===== src/rtl/ahb_uart_tx.sv =====
// AHB-Lite transmit-only UART: bus-written byte FIFO drained by an 8N1 serialiser.
// Define UART_TX_PARITY_EN to add an even-parity bit (8E1 frames).
module ahb_uart_tx #(
  parameter int unsigned CLKS_PER_BIT = 16,
  parameter int unsigned FIFO_DEPTH   = 8
) (
  input  logic        i_clk,
  input  logic        i_reset,
  input  logic        HSEL,
  input  logic [31:0] HADDR,
  input  logic [1:0]  HTRANS,
  input  logic        HWRITE,
  input  logic [2:0]  HSIZE,
  input  logic [31:0] HWDATA,
  input  logic        HREADY,
  output logic        HREADYOUT,
  output logic        HRESP,
  output logic [31:0] HRDATA,
  output logic        o_tx,
  output logic        o_irq
);

  localparam int unsigned PW = $clog2(FIFO_DEPTH);
  localparam int unsigned LW = PW + 1;
  localparam logic [15:0]   BAUD_LOAD = 16'(CLKS_PER_BIT - 1);
  localparam logic [LW-1:0] LVL_FULL  = LW'(FIFO_DEPTH);

  typedef enum logic [2:0] {
    S_IDLE,
    S_START,
    S_DATA,
    S_STOP
`ifdef UART_TX_PARITY_EN
    , S_PARITY
`endif
  } state_t;

  // Bus address/data phase tracking
  logic       dp_valid;
  logic       dp_write;
  logic [1:0] dp_addr;
  logic       addr_accept;

  assign addr_accept = HSEL & HREADY & HTRANS[1];
  assign HREADYOUT   = 1'b1;
  assign HRESP       = 1'b0;

  always_ff @(posedge i_clk) begin
    if (i_reset) begin
      dp_valid <= 1'b0;
      dp_write <= 1'b0;
      dp_addr  <= '0;
    end else begin
      dp_valid <= addr_accept;
      if (addr_accept) begin
        dp_write <= HWRITE;
        dp_addr  <= HADDR[3:2];
      end
    end
  end

  logic wr_data, wr_status, wr_ctrl;
  assign wr_data   = dp_valid & dp_write & (dp_addr == 2'd0);
  assign wr_status = dp_valid & dp_write & (dp_addr == 2'd1);
  assign wr_ctrl   = dp_valid & dp_write & (dp_addr == 2'd2);

  // FIFO and control registers
  logic [7:0]    mem [FIFO_DEPTH];
  logic [PW-1:0] wr_ptr, rd_ptr;
  logic [LW-1:0] level;
  logic          full, empty, overflow;
  logic          enable, irq_en;
  logic          push, pop;

  assign full  = (level == LVL_FULL);
  assign empty = (level == '0);
  assign push  = wr_data & ~full;

  always_ff @(posedge i_clk) begin
    if (push) mem[wr_ptr] <= HWDATA[7:0];
  end

  always_ff @(posedge i_clk) begin
    if (i_reset) begin
      wr_ptr   <= '0;
      rd_ptr   <= '0;
      level    <= '0;
      overflow <= 1'b0;
      enable   <= 1'b0;
      irq_en   <= 1'b0;
    end else begin
      if (push) wr_ptr <= wr_ptr + 1'b1;
      if (pop)  rd_ptr <= rd_ptr + 1'b1;
      case ({push, pop})
        2'b10:   level <= level + 1'b1;
        2'b01:   level <= level - 1'b1;
        default: level <= level;
      endcase
      if (wr_data && full)                overflow <= 1'b1;
      else if (wr_status && HWDATA[3])   overflow <= 1'b0;
      if (wr_ctrl) begin
        enable <= HWDATA[0];
        irq_en <= HWDATA[1];
      end
    end
  end

  // Serialiser
  state_t     state, state_n;
  logic [15:0] cnt, cnt_n;
  logic [2:0]  bit_q, bit_n;
  logic [7:0]  sh, sh_n;
  logic        tx_n;
  logic        busy;
`ifdef UART_TX_PARITY_EN
  logic        par_q, par_n;
`endif

  assign busy = (state != S_IDLE);

  always_ff @(posedge i_clk) begin
    if (i_reset) begin
      state <= S_IDLE;
      cnt   <= '0;
      bit_q <= '0;
      sh    <= '0;
      o_tx  <= 1'b1;
`ifdef UART_TX_PARITY_EN
      par_q <= 1'b0;
`endif
    end else begin
      state <= state_n;
      cnt   <= cnt_n;
      bit_q <= bit_n;
      sh    <= sh_n;
      o_tx  <= tx_n;
`ifdef UART_TX_PARITY_EN
      par_q <= par_n;
`endif
    end
  end

  // o_tx is registered from the next-state values so the line changes on the transition edge
  always_comb begin
    state_n = state;
    cnt_n   = cnt;
    bit_n   = bit_q;
    sh_n    = sh;
    pop     = 1'b0;
    tx_n    = 1'b1;
`ifdef UART_TX_PARITY_EN
    par_n   = par_q;
`endif
    case (state)
      S_IDLE: begin
        if (enable && !empty) begin
          pop     = 1'b1;
          sh_n    = mem[rd_ptr];
          cnt_n   = BAUD_LOAD;
          state_n = S_START;
`ifdef UART_TX_PARITY_EN
          par_n   = ^mem[rd_ptr];
`endif
        end
      end
      S_START: begin
        if (cnt == '0) begin
          cnt_n   = BAUD_LOAD;
          bit_n   = '0;
          state_n = S_DATA;
        end else begin
          cnt_n = cnt - 1'b1;
        end
      end
      S_DATA: begin
        if (cnt == '0) begin
          cnt_n = BAUD_LOAD;
          if (bit_q == 3'd7) begin
`ifdef UART_TX_PARITY_EN
            state_n = S_PARITY;
`else
            state_n = S_STOP;
`endif
          end else begin
            bit_n = bit_q + 1'b1;
            sh_n  = {1'b0, sh[7:1]};
          end
        end else begin
          cnt_n = cnt - 1'b1;
        end
      end
`ifdef UART_TX_PARITY_EN
      S_PARITY: begin
        if (cnt == '0) begin
          cnt_n   = BAUD_LOAD;
          state_n = S_STOP;
        end else begin
          cnt_n = cnt - 1'b1;
        end
      end
`endif
      S_STOP: begin
        if (cnt == '0) state_n = S_IDLE;
        else           cnt_n   = cnt - 1'b1;
      end
      default: state_n = S_IDLE;
    endcase

    case (state_n)
      S_START: tx_n = 1'b0;
      S_DATA:  tx_n = sh_n[0];
`ifdef UART_TX_PARITY_EN
      S_PARITY: tx_n = par_n;
`endif
      default: tx_n = 1'b1;
    endcase
  end

  always_ff @(posedge i_clk) begin
    if (i_reset) o_irq <= 1'b0;
    else         o_irq <= irq_en & empty & ~busy;
  end

  // Read data
  logic [31:0] status_word;

  always_comb begin
    status_word           = '0;
    status_word[0]        = busy;
    status_word[1]        = full;
    status_word[2]        = empty;
    status_word[3]        = overflow;
    status_word[8 +: LW]  = level;
  end

  always_comb begin
    HRDATA = '0;
    if (dp_valid && !dp_write) begin
      case (dp_addr)
        2'd1:    HRDATA = status_word;
        2'd2:    HRDATA = {30'b0, irq_en, enable};
        default: HRDATA = '0;
      endcase
    end
  end

  logic unused_bus_bits;
  assign unused_bus_bits = ^{HSIZE, HADDR[31:4], HADDR[1:0], HTRANS[0], HWDATA[31:8]};

endmodule


===== config.mk =====
export PLATFORM = sky130hd
export DESIGN_NAME = ahb_uart_tx
export DESIGN_NICKNAME = d
export VERILOG_FILES = /design/src/rtl/ahb_uart_tx.sv
export SDC_FILE = /design/constraint.sdc
export NUM_CORES = 1
export LEC_CHECK = 0
export ABC_AREA = 0
export CAP_MARGIN = 20
export CORE_MARGIN = 2
export CORE_UTILIZATION = 45
export CTS_BUF_LIST = sky130_fd_sc_hd__clkbuf_4
export DETAILED_ROUTE_END_ITERATION = 10
export PLACE_DENSITY = 0.72
export SLEW_MARGIN = 20
export SYNTH_ARGS = -nofsm -noshare
export SYNTH_HDL_FRONTEND = slang
export SYNTH_SLANG_ARGS = --single-unit

===== constraint.sdc =====
create_clock -name i_clk -period 6.3 [get_ports i_clk]
set_input_delay 0.945 -clock i_clk [delete_from_list [all_inputs] [get_ports i_clk]]
set_output_delay 0.945 -clock i_clk [all_outputs]
set_load 0.01 [all_outputs]

# Yosys cells after proc, flatten, opt, wreduce, memory -nomap -nowiden
# Memory sizes are Yosys's and may differ from the RTL's. A register that Yosys moved wholly into a read port is not among the register bits.
# Cells that the tools add are included.
dict set report word_totals {
  ff_bits 49
  ramBits 64
  in_bits 74
  out_inout_bits 36
  wordCells 100
  mem_count 1
}
dict set report op_classes {
  add_sub_neg 6
  eq_ne 16
  n_mux 30
  bitwise_logic 11
  n_reduce_logical 20
}
# name words width rd rd_clocked_by_memory_dff wr line
set mem_list {}
lappend mem_list {mem 8 8 1 1 1 68} ;# logic [7:0] mem [FIFO_DEPTH];
# cell n
set ops {}
lappend ops {{$mux 16} 3}
lappend ops {{$pmux 16 s3} 1}
lappend ops {{$mux 3} 10}
lappend ops {{$mux 8} 3}
lappend ops {{$pmux 12 s2} 1}
lappend ops {{$logic_not 16->1} 1}
lappend ops {{$pmux 8 s2} 1}
lappend ops {{$sub 16x1->16 const B} 1}
lappend ops {{$mux 12} 1}
lappend ops {{$pmux 3 s4} 1}
lappend ops {{$ne 2x2->1 const B} 5}
lappend ops {{$add 3x1->3 const B} 3}
lappend ops {{$and 1x1->1} 9}
lappend ops {{$eq 3x2->1 const B} 3}
lappend ops {{$pmux 4 s2} 1}
lappend ops {{$reduce_and 4->1} 2}
lappend ops {{$reduce_bool 2->1} 4}
lappend ops {{$eq 3x1->1 const B} 2}
lappend ops {{$mux 1} 6}
lappend ops {{$pmux 3 s2} 1}
lappend ops {{$reduce_bool 3->1} 2}
lappend ops {{$add 4x1->4 const B} 1}
lappend ops {{$eq 2x1->1 const B} 2}
lappend ops {{$eq 2x2->1 const B} 2}
lappend ops {{other kinds (12)} 17}

# Logic depth before layout (Yosys ltp)
dict set report depth {
  ltp_word 7
  depth_mapped 12
  mapped_depth_nobuf 12
}

# Worst setup path before layout
# Ideal clock, no wire load.
dict set report synth_timing {
  kind {flip-flop to flip-flop}
  start {register level[0]}
  end {register level[3]}
  setup_time_ps 71
  arrival_ps 2464
  t_required_ps 6229
  setup_slack_ps 3765
  stages_incl_launch_ff 12
  path_buffers 1
  period_less_slack_ps 2535
  path_cell_list {dfxtp_1 > clkbuf_1 > nor4b_1 > nor2_1 > inv_1 > ha_1 > ha_1 > a21o_1 > a21oi_1 > xnor2_1 > or3_1 > a21oi_1}
}
dict set report synth_via {
  elab_chain_len 7
  elab_cells_between_ends 14
  cone_classes {add/sub: 2; eq/ne: 3; mux: 3; bitwise: 2; reduce/logical: 4}
}
# element line
set synth_lines {}
lappend synth_lines {{start, declared} 70} ;# logic [LW-1:0] level;
lappend synth_lines {{start signal, assigned} 95} ;# 2'b10: level <= level + 1'b1;
lappend synth_lines {{start signal, assigned} 96} ;# 2'b01: level <= level - 1'b1;
lappend synth_lines {{start signal, assigned} 97} ;# default: level <= level;
lappend synth_lines {{$logic_not 4->1} 76} ;# assign empty = (level == '0);
lappend synth_lines {{$logic_not 1->1} 156} ;# if (enable && !empty) begin
lappend synth_lines {{$logic_and 1x1->1} 156}
lappend synth_lines {{$mux 1} 156}
lappend synth_lines {{$mux 1} 154} ;# case (state)
lappend synth_lines {{$eq 2x1->1 or $eq 2x2->1 (tied branches)} 94} ;# case ({push, pop})
lappend synth_lines {{$pmux 4 s2 or $reduce_bool 2->1 (tied branches)} n/a}
# Parallel ways exist; a longest one is shown, timed or not.
# A chain may end at the register's enable or synchronous reset.

# Worst setup path in the final report
dict set report layout_timing {
  start {register state[1]}
  end {output HRDATA[0]}
}
dict set report layout_via {
  elab_chain_len 3
}
# element line
set layout_lines {}
lappend layout_lines {{start, declared} 109} ;# state_t state, state_n;
lappend layout_lines {{start signal, assigned} 132} ;# state <= state_n;
lappend layout_lines {{$reduce_bool 3->1} 119} ;# assign busy = (state != S_IDLE);
lappend layout_lines {{$pmux 12 s2} 239} ;# case (dp_addr)
lappend layout_lines {{$mux 12} 238} ;# if (dp_valid && !dp_write) begin
lappend layout_lines {{end, declared} 18} ;# output logic [31:0] HRDATA,
# Every way passes these cells.

==> impl_metrics.yaml <==
min_path:
  hold_start: "overflow"
  hold_end: "overflow"
  hp-class: "reg -> reg"
  min_path_cells: 2
flow_run:
  maxCapViolations: 0
sta:
  final_hold_viol_count: 0
  clock_skew_ns: 0.01897
  finalWorstSetupSlack_ns: 2.881
  finalSetupTns_ns: 0
  rsz0062_at_grt: "false"
  maxSlewViolCount: 0
  fin_crit_sh_pct: 54.28
  finalSetupViolCount: 0
  slew_headroom_pct: 41.43
  worstMarginPinSlew_ns: 0.8753
  whs_ns: 0.4631
  max_freq_ghz: 0.2924
  fin_crit_ns: 3.419
grt:
  grt_max_degree: 35
  grt_overflow: 0
  grt_pass1_vias: 3369
  antenna_found_initial: 0
  grtUsageTotal_pct: 16.65
  grt_pass1_wl_um: 16460
clocking:
  post_cts_resized: 0
  cts_tree: "done"
  clkSinkCount: 116
  cts_buffers: 17
  clockBufferDepth: 2
  htree_num_levels: 4
  path_clk_slew_ns: 0.11
  ctsRootBufferMaster: "clkbuf_4"
  insertion_delay_ns: 0.52
  cts_setup_buffers: 0
  cts_hold_buf: 0
yosys:
  synth_seq_area_share_pct: 55.85
  synth_edf_count: 64
  synth_compound_area_share_pct: 9.741
  synth_cells: 439
  synthArstFlopShare_pct: 0
  syn_area_um2: 5305
  ys_top_cells_by_count: "edfxtp_1 (64), dfxtp_1 (52), nor2_1 (38)"
  synth_cell_types: 69
  yosysWarnings: 0
  synth_top_cell_by_area: "edfxtp_1"
  synth_xor_xnor_area_share_pct: 1.651
  synth_fa_ha_area_share_pct: 3.208
  synth_top_family_by_area: "simple AND/OR/NAND/NOR gates"
  synth.avg_cell_area_um2: 12.08
  synth.area.mux_share_pct: 8.090
  ys_seq_elements: 116
  yosys.area.top_type_share_pct: 36.23
  synth.area.top_cells: "edfxtp_1 (36%), dfxtp_1 (20%), mux4_2 (5.9%)"
  ys.flop_type: "edfxtp_1"
  yosys.area_share.simple_pct: 14.72
  synth.most_common_cell: "edfxtp_1"
power:
  ir_worst_vdd_v: 0.0001624
  finalPower_mw: 1.505
  p_per_area_nw_per_um2: 255.0
  p_leak_nw: 2.070
placed_design:
  io_buffers: 25
  placed_cell_area_um2: 5583
  place_ws_ns: 3.451
  gp_congestion: 0.7745
  dp.cells: 594
  hpwl_um: 6803
floorplan:
  die_w_um: 112.6
  placeableCoreArea_um2: 11470
  io_pins: 110
  die_h_um: 112.6
  num_rows: 39
  initial_utilization_pct: 46.26
  die-area_um2: 12670
routing:
  wl_per_cell_um: 15.83
  via_per_inst: 5.545
  drtIter0Drc: 107
  via_count: 3471
  drc_errors: 0
  ant_nets: 0
  wirelength_um: 9907
  drt_first_pass_iters: 4
critical_path:
  max_stage_delay_ns: 0.72
  r2r_slack_ns: 3.44
  cp_max_fo: 20
  worst-setup-path-type: "reg -> out"
  required_ns: 5.35
  rr_worst_depth: 10
  crit_path_start: "state[1]"
  cp.arrival_ns: 2.47
  crit_slowest_cell: "dfxtp_1"
  end_kind: "output port"
  worst_setup_path_start_kind: "flop"
  critical-path-top-delay-family: "flip-flops"
  crit_buf_inv: 1
  path_cells: "or3_1 -> a22oi_1 -> nor2_1 -> clkdlybuf4s50_1"
  r2r_start: "level[0]"
  r2r-end: "level[3]"
finish:
  final_cells: 626
  drive_above_1_share_pct: 14.91
  design_area_um2: 5902
  post-route-util_pct: 51.47
  syn_to_final_growth_pct: 11.25
  nNetsFinal: 557
  diodes: 0
outcome:
  status: "finished clean"
[how the worst max path moves through the flow]
stage,endpoint,slack (ns),cells past startpoint
5_1_grt,HRDATA[0],2.71,4
3_3_place_gp,HRDATA[0],3.44,4
2_1_floorplan,level[3],3.77,11
6_report,HRDATA[0],2.88,4
4_1_cts,HRDATA[0],2.83,4
3_5_place_dp,level[3],3.45,10
[cell type report]
class	instances	area (µm²)
multi-input cells	289	2086
repair buffers	32	302.8
inverters	14	52.55
clock inverters	15	191.4
flip-flops and latches	116	2963
well taps	143	178.9
clock buffers	17	127.6
fillers	960	5565
[logic make-up after synthesis]
group | after synthesis
AOI/OAI and AO/OA | 72
xor gates and xnor gates | 10
adders and majority gates | 13
buffers and inverters | 59
DFF | 116
muxes | 25
other | 2
and+or+nand+nor | 142
[cells in the final DEF (no fill, tap or decap), types with 3 or more instances in the layout]
| master | count |
|---|---|
| or4b_1 | 3 |
| a31o_2 | 3 |
| clkbuf_4 | 17 |
| o41ai_1 | 3 |
| o22ai_1 | 3 |
| nand4_1 | 6 |
| ha_1 | 12 |
| mux4_2 | 14 |
| a221o_1 | 5 |
| nand2b_1 | 5 |
| or3_1 | 6 |
| o21ai_0 | 5 |
| mux2i_1 | 8 |
| nand2_1 | 29 |
| nand3b_1 | 3 |
| and2_1 | 7 |
| mux2_2 | 3 |
| a31oi_1 | 4 |
| nor4b_1 | 4 |
| or4_1 | 4 |
| nand3_1 | 6 |
| a21oi_1 | 24 |
| bufinv_16 | 3 |
| dfxtp_1 | 52 |
| xnor2_1 | 4 |
| a22oi_1 | 3 |
| xor2_1 | 6 |
| conb_1 | 27 |
| nor2_1 | 38 |
| buf_4 | 7 |
| edfxtp_1 | 64 |
| o31ai_1 | 3 |
| clkdlybuf4s50_1 | 25 |
| nor3_1 | 12 |
| inv_1 | 13 |
| inv_6 | 6 |
[routing by layer]
layer / global-route usage [%] / wire (µm) / share of wire, %
met5: 0 / 0 / 0
met3: 4.590 / 439 / 4.4
met4: 7.317 / 130 / 1.3
met1: 20.75 / 4345 / 44
met2: 27.23 / 4991 / 50
[power by group]
group | switching, mW | internal [mW]
logic | 0.0579 | 0.0344
clock network | 0.310 | 0.286
registers | 0.0120 | 0.805
[registers in the layout (all words and copies together) (netlist names), named ones only]
register  count
enable        1
irq_en        1
rd_ptr        3
wr_ptr        3
o_tx          1
sh            8
state         3
o_irq         1
mem          64
cnt          16
bit_q         3
dp_valid      1
level         4
overflow      1
dp_addr       2
dp_write      1
[worst register-to-register path, delay by kind of cell, from the launching register on]
family | cells | cell delay, ns
flops | 1 | 0.41
xor+xnor | 1 | 0.09
simple gates | 3 | 1.11
fa+ha+maj | 2 | 0.47
compound gates | 3 | 0.50
buf+inv | 1 | 0.22
Note: power is estimated with default switching activity, not from simulation.
==> variant 1, RTL diff (config.mk and constraints unchanged) <==
Add a define of `UART_TX_PARITY_EN`.
--- a/src/rtl/ahb_uart_tx.sv
+++ b/src/rtl/ahb_uart_tx.sv
@@ -2,2 +2,4 @@
 // Define UART_TX_PARITY_EN to add an even-parity bit (8E1 frames).
+`define UART_TX_PARITY_EN
+
 module ahb_uart_tx #(
Behaviour: no difference found for any inputs over 10 cycles, from zero or initial values and one cycle with i_reset high; that may be too few to reach the edited logic, so the function may still have changed.
==> variant 1 against the unedited design <==
Critical path depth did not move. Design area increased by 2.8%. Area after synthesis increased by 4.2%. Worst setup slack better by 0.11 ns. Wire length rose by 2.2%. Via count increased by 2.8%. Sequential cell count grew 1. Critical path type unchanged.
Power is not compared: it rests on default switching activity, and its combinational part moved more than twofold at a synthesized area within 25%.
==> variant 1: results (changes against the unedited design) <==
[outcome]
status=finished, final reports clean  ; unchanged

[global_route]
grt_max_degree=40  ; was 35
gr-usage-all-layers=0.166  ; about the same
grt_pass1_vias=3543  ; was 3,369
antenna_found_initial=1  ; was 0
grt_pass1_wl_mm=16.7  ; was 16.5 mm

[synth]
synth.distinct_cells=56  ; was 69
synth-compound-area-share=0.0695  ; was 0.0974
synthAdderAreaFrac=0.0285  ; was 0.0321
synthXorXnorAreaFrac=0.0618  ; was 0.0165
synth-main-ff-cell=edfxtp_1  ; unchanged
yosysWarnings=0  ; unchanged
ys_top_cells_by_count=nor2_1, edfxtp_1, dfxtp_1  ; was edfxtp_1, dfxtp_1, nor2_1
avgSynthCellArea_um2=11.7  ; was 12.1 µm²
synthTopCellsByArea=edfxtp_1, dfxtp_1, mux4_2, nor2_1, buf_4  ; was edfxtp_1, dfxtp_1, mux4_2, buf_4, ha_1
synth_mux_area_frac=0.101  ; was 0.0809
synth_edf_count=64  ; unchanged
ys_seq_area_frac=0.539  ; was 0.558

[layout]
final_nets=587  ; was 557
drive_gt1_frac=0.119  ; was 0.149
instances_no_fill=662  ; was 626
n_fill_cell=1024  ; was 960

[routing]
dr.pass1.iters=4  ; unchanged
vias_per_cell=5.39  ; was 5.54
drt_iter0_drc=213  ; was 107
drt-total-wl_mm=10.1  ; was 9.91 mm

[placement]
dp.cells=629  ; was 594
post-place-ws_ns=3.12  ; was 3.45 ns
hpwl_mm=7.07  ; was 6.80 mm
gp_congestion=0.807  ; was 0.775
dpl-instance-area_mm2=0.00581  ; was 0.00558 mm²

[critical_path]
cp_max_fo=7  ; was 20
arrival_ns=2.37  ; was 2.47 ns

[timing]
maxSlewHeadroom=0.298  ; was 0.414
finClkSkew_ns=0.0144  ; was 0.0190 ns

[clocking]
cts_max_level=4  ; unchanged
cts-resized-gates=0  ; unchanged
clock_latency_ns=0.54  ; was 0.52 ns
cts_buffers=17  ; unchanged
clkTransAtPathRegs_ns=0.10

variant 1: cell types whose count changed in the layout (fill, tap and decap cells not counted), sizes merged, moves of 6 or more:
| cell | delta |
|---|---|
| inv | -6 |
| nor2 | +28 |
| a21oi | -6 |
| mux4 | +6 |
| xnor2 | +14 |
| xor2 | +15 |
variant 1: per-layer routing:
layer / up-vias / GRT usage / wire, µm
li1: 1721 / - / -
met1: 1748 / 0.192 / 4390
met2: 79 / 0.287 / 5120
met3: 20 / 0.0364 / 397
met4: 0 / 0.0948 / 213
met5: - / 0 / 0
variant 1: worst paths after layout:
kind / from / end / slack [ns] / depth (start not counted)
worst max-delay path: level[0] / HRDATA[1] / 2.99 / 4
worst min-delay path: overflow / overflow / 0.45 / 2
worst min register to register: overflow / overflow / 0.45 / 2
worst max register to register: cnt[9] / cnt[11] / 3.09 / 7
variant 1: cell type report:
cell class | instances | area, µm² | area share
timing repair buffer | 29 | 280 | 0.0462
clock buffer | 18 | 135 | 0.0223
clock inverter | 14 | 114 | 0.0188
antenna | 1 | 2.50 | 0.000413
multi-input combinational | 322 | 2310 | 0.382
tap | 147 | 184 | 0.0303
inverter | 14 | 52.6 | 0.00866
sequential | 117 | 2980 | 0.492
variant 1: kinds of logic after synthesis:
logic type / count (synthesis)
other: 2
DFF: 117
xor gates and xnor gates: 39
muxes: 31
and+or+nand+nor: 156
AOI/OAI and AO/OA: 58
adders and majority gates: 12
buffers and inverters: 57
variant 1: power groups by stage:
stage | logic, mW | registers (mW) | clock network (mW)
floorplan | 0.0273 | 0.822 | 0
global placement | 0.0315 | 0.822 | 0
detailed placement | 0.0324 | 0.822 | 0
CTS | 0.0325 | 0.804 | 0.492
global route | 0.0363 | 0.805 | 0.528
finish | 0.0326 | 0.804 | 0.477
variant 1: worst max-delay path: stages, from the launching register on:
cell,delay [ns]
dfxtp_1,0.38
nor4b_1,0.65
a22oi_1,0.14
nor2_1,0.12
clkdlybuf4s50_1,0.54
==> variant 2, RTL diff (same flow settings) <==
Made on the original files. Re-encode `state_t` (4 states) as one-hot, 4 bits wide.
--- a/src/rtl/ahb_uart_tx.sv
+++ b/src/rtl/ahb_uart_tx.sv
@@ -27,7 +27,7 @@
 
-  typedef enum logic [2:0] {
-    S_IDLE,
-    S_START,
-    S_DATA,
-    S_STOP
+  typedef enum logic [3:0] {
+    S_IDLE  = 4'b0001,
+    S_START = 4'b0010,
+    S_DATA  = 4'b0100,
+    S_STOP  = 4'b1000
 `ifdef UART_TX_PARITY_EN
Function: no difference found for any inputs over 10 cycles, from zero or initial values and one cycle with i_reset high; not proved beyond that.
==> variant 2 against the unedited design <==
Design area decreased by 0.85%. Sequential cell count up 1. Wire length decreased by 3.6%. Area after synthesis up 0.40%. Via count is 1.6% lower. Largest cell class unchanged. Highest routed layer unchanged. Sequential share of layout area is 0.77 points higher. Worst setup slack better by 0.052 ns.
Power is not compared: it rests on default switching activity, and its combinational part moved more than twofold at a synthesized area within 25%.
==> variant 2: results (changes against the unedited design) <==
[clocking]
ctsLongestPathBuffers=2  ; unchanged
cts_max_level=4  ; unchanged
clkTransAtPathRegs_ns=0.11  ; about the same
cts_setup_buffers=0  ; unchanged
clock_latency_ns=0.50  ; was 0.52 ns
cts_buffers=17  ; unchanged
cts-resized-gates=0  ; unchanged
cts-root-buf=clkbuf_4  ; unchanged

[layout]
n_all_buffers=32  ; unchanged
n_all_inverters=11  ; was 14
multi_input_cells=293  ; was 289
diodes=0  ; unchanged
flops_and_latches=117  ; was 116
seq_area_mm2=0.00298  ; was 0.00296 mm²
multi_input_area_mm2=0.00208  ; was 0.00209 mm²
drive_gt1_frac=0.134  ; was 0.149
largest_registers=mem: 64 flops, cnt: 16 flops, sh: 8 flops  ; unchanged
buf_share=0.0517  ; was 0.0513
clkbuf_count=18  ; was 17
n_fill_cell=999  ; was 960
clkCellAreaFrac=0.0451  ; was 0.0541
final_nets=559  ; was 557

[critical_path]
cp_max_fo=7  ; was 20
slowest_delay_ns=0.67  ; was 0.72 ns
r2r_start=state[0]  ; was level[0]
cp_top_family=simple AND/OR/NAND/NOR gates  ; was flip-flops
critPathSlowestCell=nor4b_1  ; was dfxtp_1
arrival_ns=2.42  ; was 2.47 ns
worstSetupStartpoint=level[0]  ; was state[1]

[global_route]
antenna_found_initial=0  ; unchanged
grt_pass1_wl_mm=16.0  ; was 16.5 mm
grt_max_degree=42  ; was 35
gr-usage-all-layers=0.159  ; was 0.166

[routing]
dr.pass1.iters=4  ; unchanged
drt_iter0_drc=183  ; was 107
detail_route.wl_per_cell_um=15.2  ; was 15.8 µm
num_vias=3417  ; was 3,471

[power_and_ir_drop]
p_leak_nw=2.10
peakVddDrop_mv=0.169

[synth]
synthTopCellsByArea=edfxtp_1, dfxtp_1, mux4_2, buf_4, nor2_1  ; was edfxtp_1, dfxtp_1, mux4_2, buf_4, ha_1
yosysWarnings=0  ; unchanged
synth.distinct_cells=60  ; was 69
ys_top_cells_by_count=edfxtp_1, dfxtp_1, nor2_1  ; unchanged
synth_edf_count=64  ; unchanged
ys_seq_area_frac=0.560  ; was 0.558
async_flop_share=0  ; unchanged

[min_path]
min_from=cnt[0]  ; was overflow
hold_path.class=flop to flop  ; unchanged

[timing]
finClkSkew_ns=0.0150  ; was 0.0190 ns
maxSlewHeadroom=0.329  ; was 0.414

[placement]
portBuffers=25  ; unchanged
hpwl_mm=6.46  ; was 6.80 mm
gp_congestion=0.761  ; was 0.775

[outcome]
status=finished, final reports clean  ; unchanged

## variant 2: cell types whose count changed after synthesis, sizes merged, moves of 4 or more
cell | before | now
a221oi | 2 | 7
nor3 | 12 | 8
clkbuf | 8 | 12
or3 | 7 | 14
nor2 | 39 | 47
mux2i | 8 | 14
o21ai | 6 | 12
nand2 | 30 | 25
a221o | 5 | 0
## variant 2: through the flow
stage | cell area (µm²) | instances | setup WS [ns] | hold slack, ns | total power, mW
after global routing | 5850 | 628 | 2.76 | 0.487 | 1.39
after global placement | 5590 | 596 | 3.34 | 0.428 | 0.853
final | 5850 | 628 | 2.93 | 0.450 | 1.34
after floorplan | 5420 | 469 | 3.57 | 0.417 | 0.849
after CTS | 5850 | 628 | 2.87 | 0.448 | 1.35
after detailed placement | 5590 | 596 | 3.27 | 0.433 | 0.854
## variant 2: per-layer routing
layer  global-route usage  vias to the layer above  part of all wire
li1                     -                     1651                 -
met1                0.198                     1677              0.44
met2                0.265                       73              0.50
met3               0.0439                       16             0.040
met4               0.0610                        0             0.015
met5                    0                        -                 0
## variant 2: power breakdown
part           total [mW]  leakage [nW]  internal (mW)  switching [mW]
clock               0.504         0.140          0.204           0.300
sequential          0.804          1.00          0.803         0.00100
combinational      0.0326         0.957         0.0113          0.0213
## variant 2: logic make-up (layout without fill, tap and decap cells)
logic type      count (synthesis)  count (layout)  share of synthesized area
simple gates                  149             149                      0.148
flops                         117             117                      0.560
compound gates                 66              66                     0.0829
buf+inv                        59              75                     0.0665
mux                            32              32                     0.0982
fa+ha+maj                      13              13                     0.0319
xor+xnor                        7               7                     0.0115
other cells                     2              26                    0.00141
## variant 2: final timing paths
kind	endpoint	slack, ns	cells after the start
max	HRDATA[1]	2.93	4
min	cnt[0]	0.45	1
max reg2reg	level[3]	3.23	10
min reg2reg	cnt[0]	0.45	1
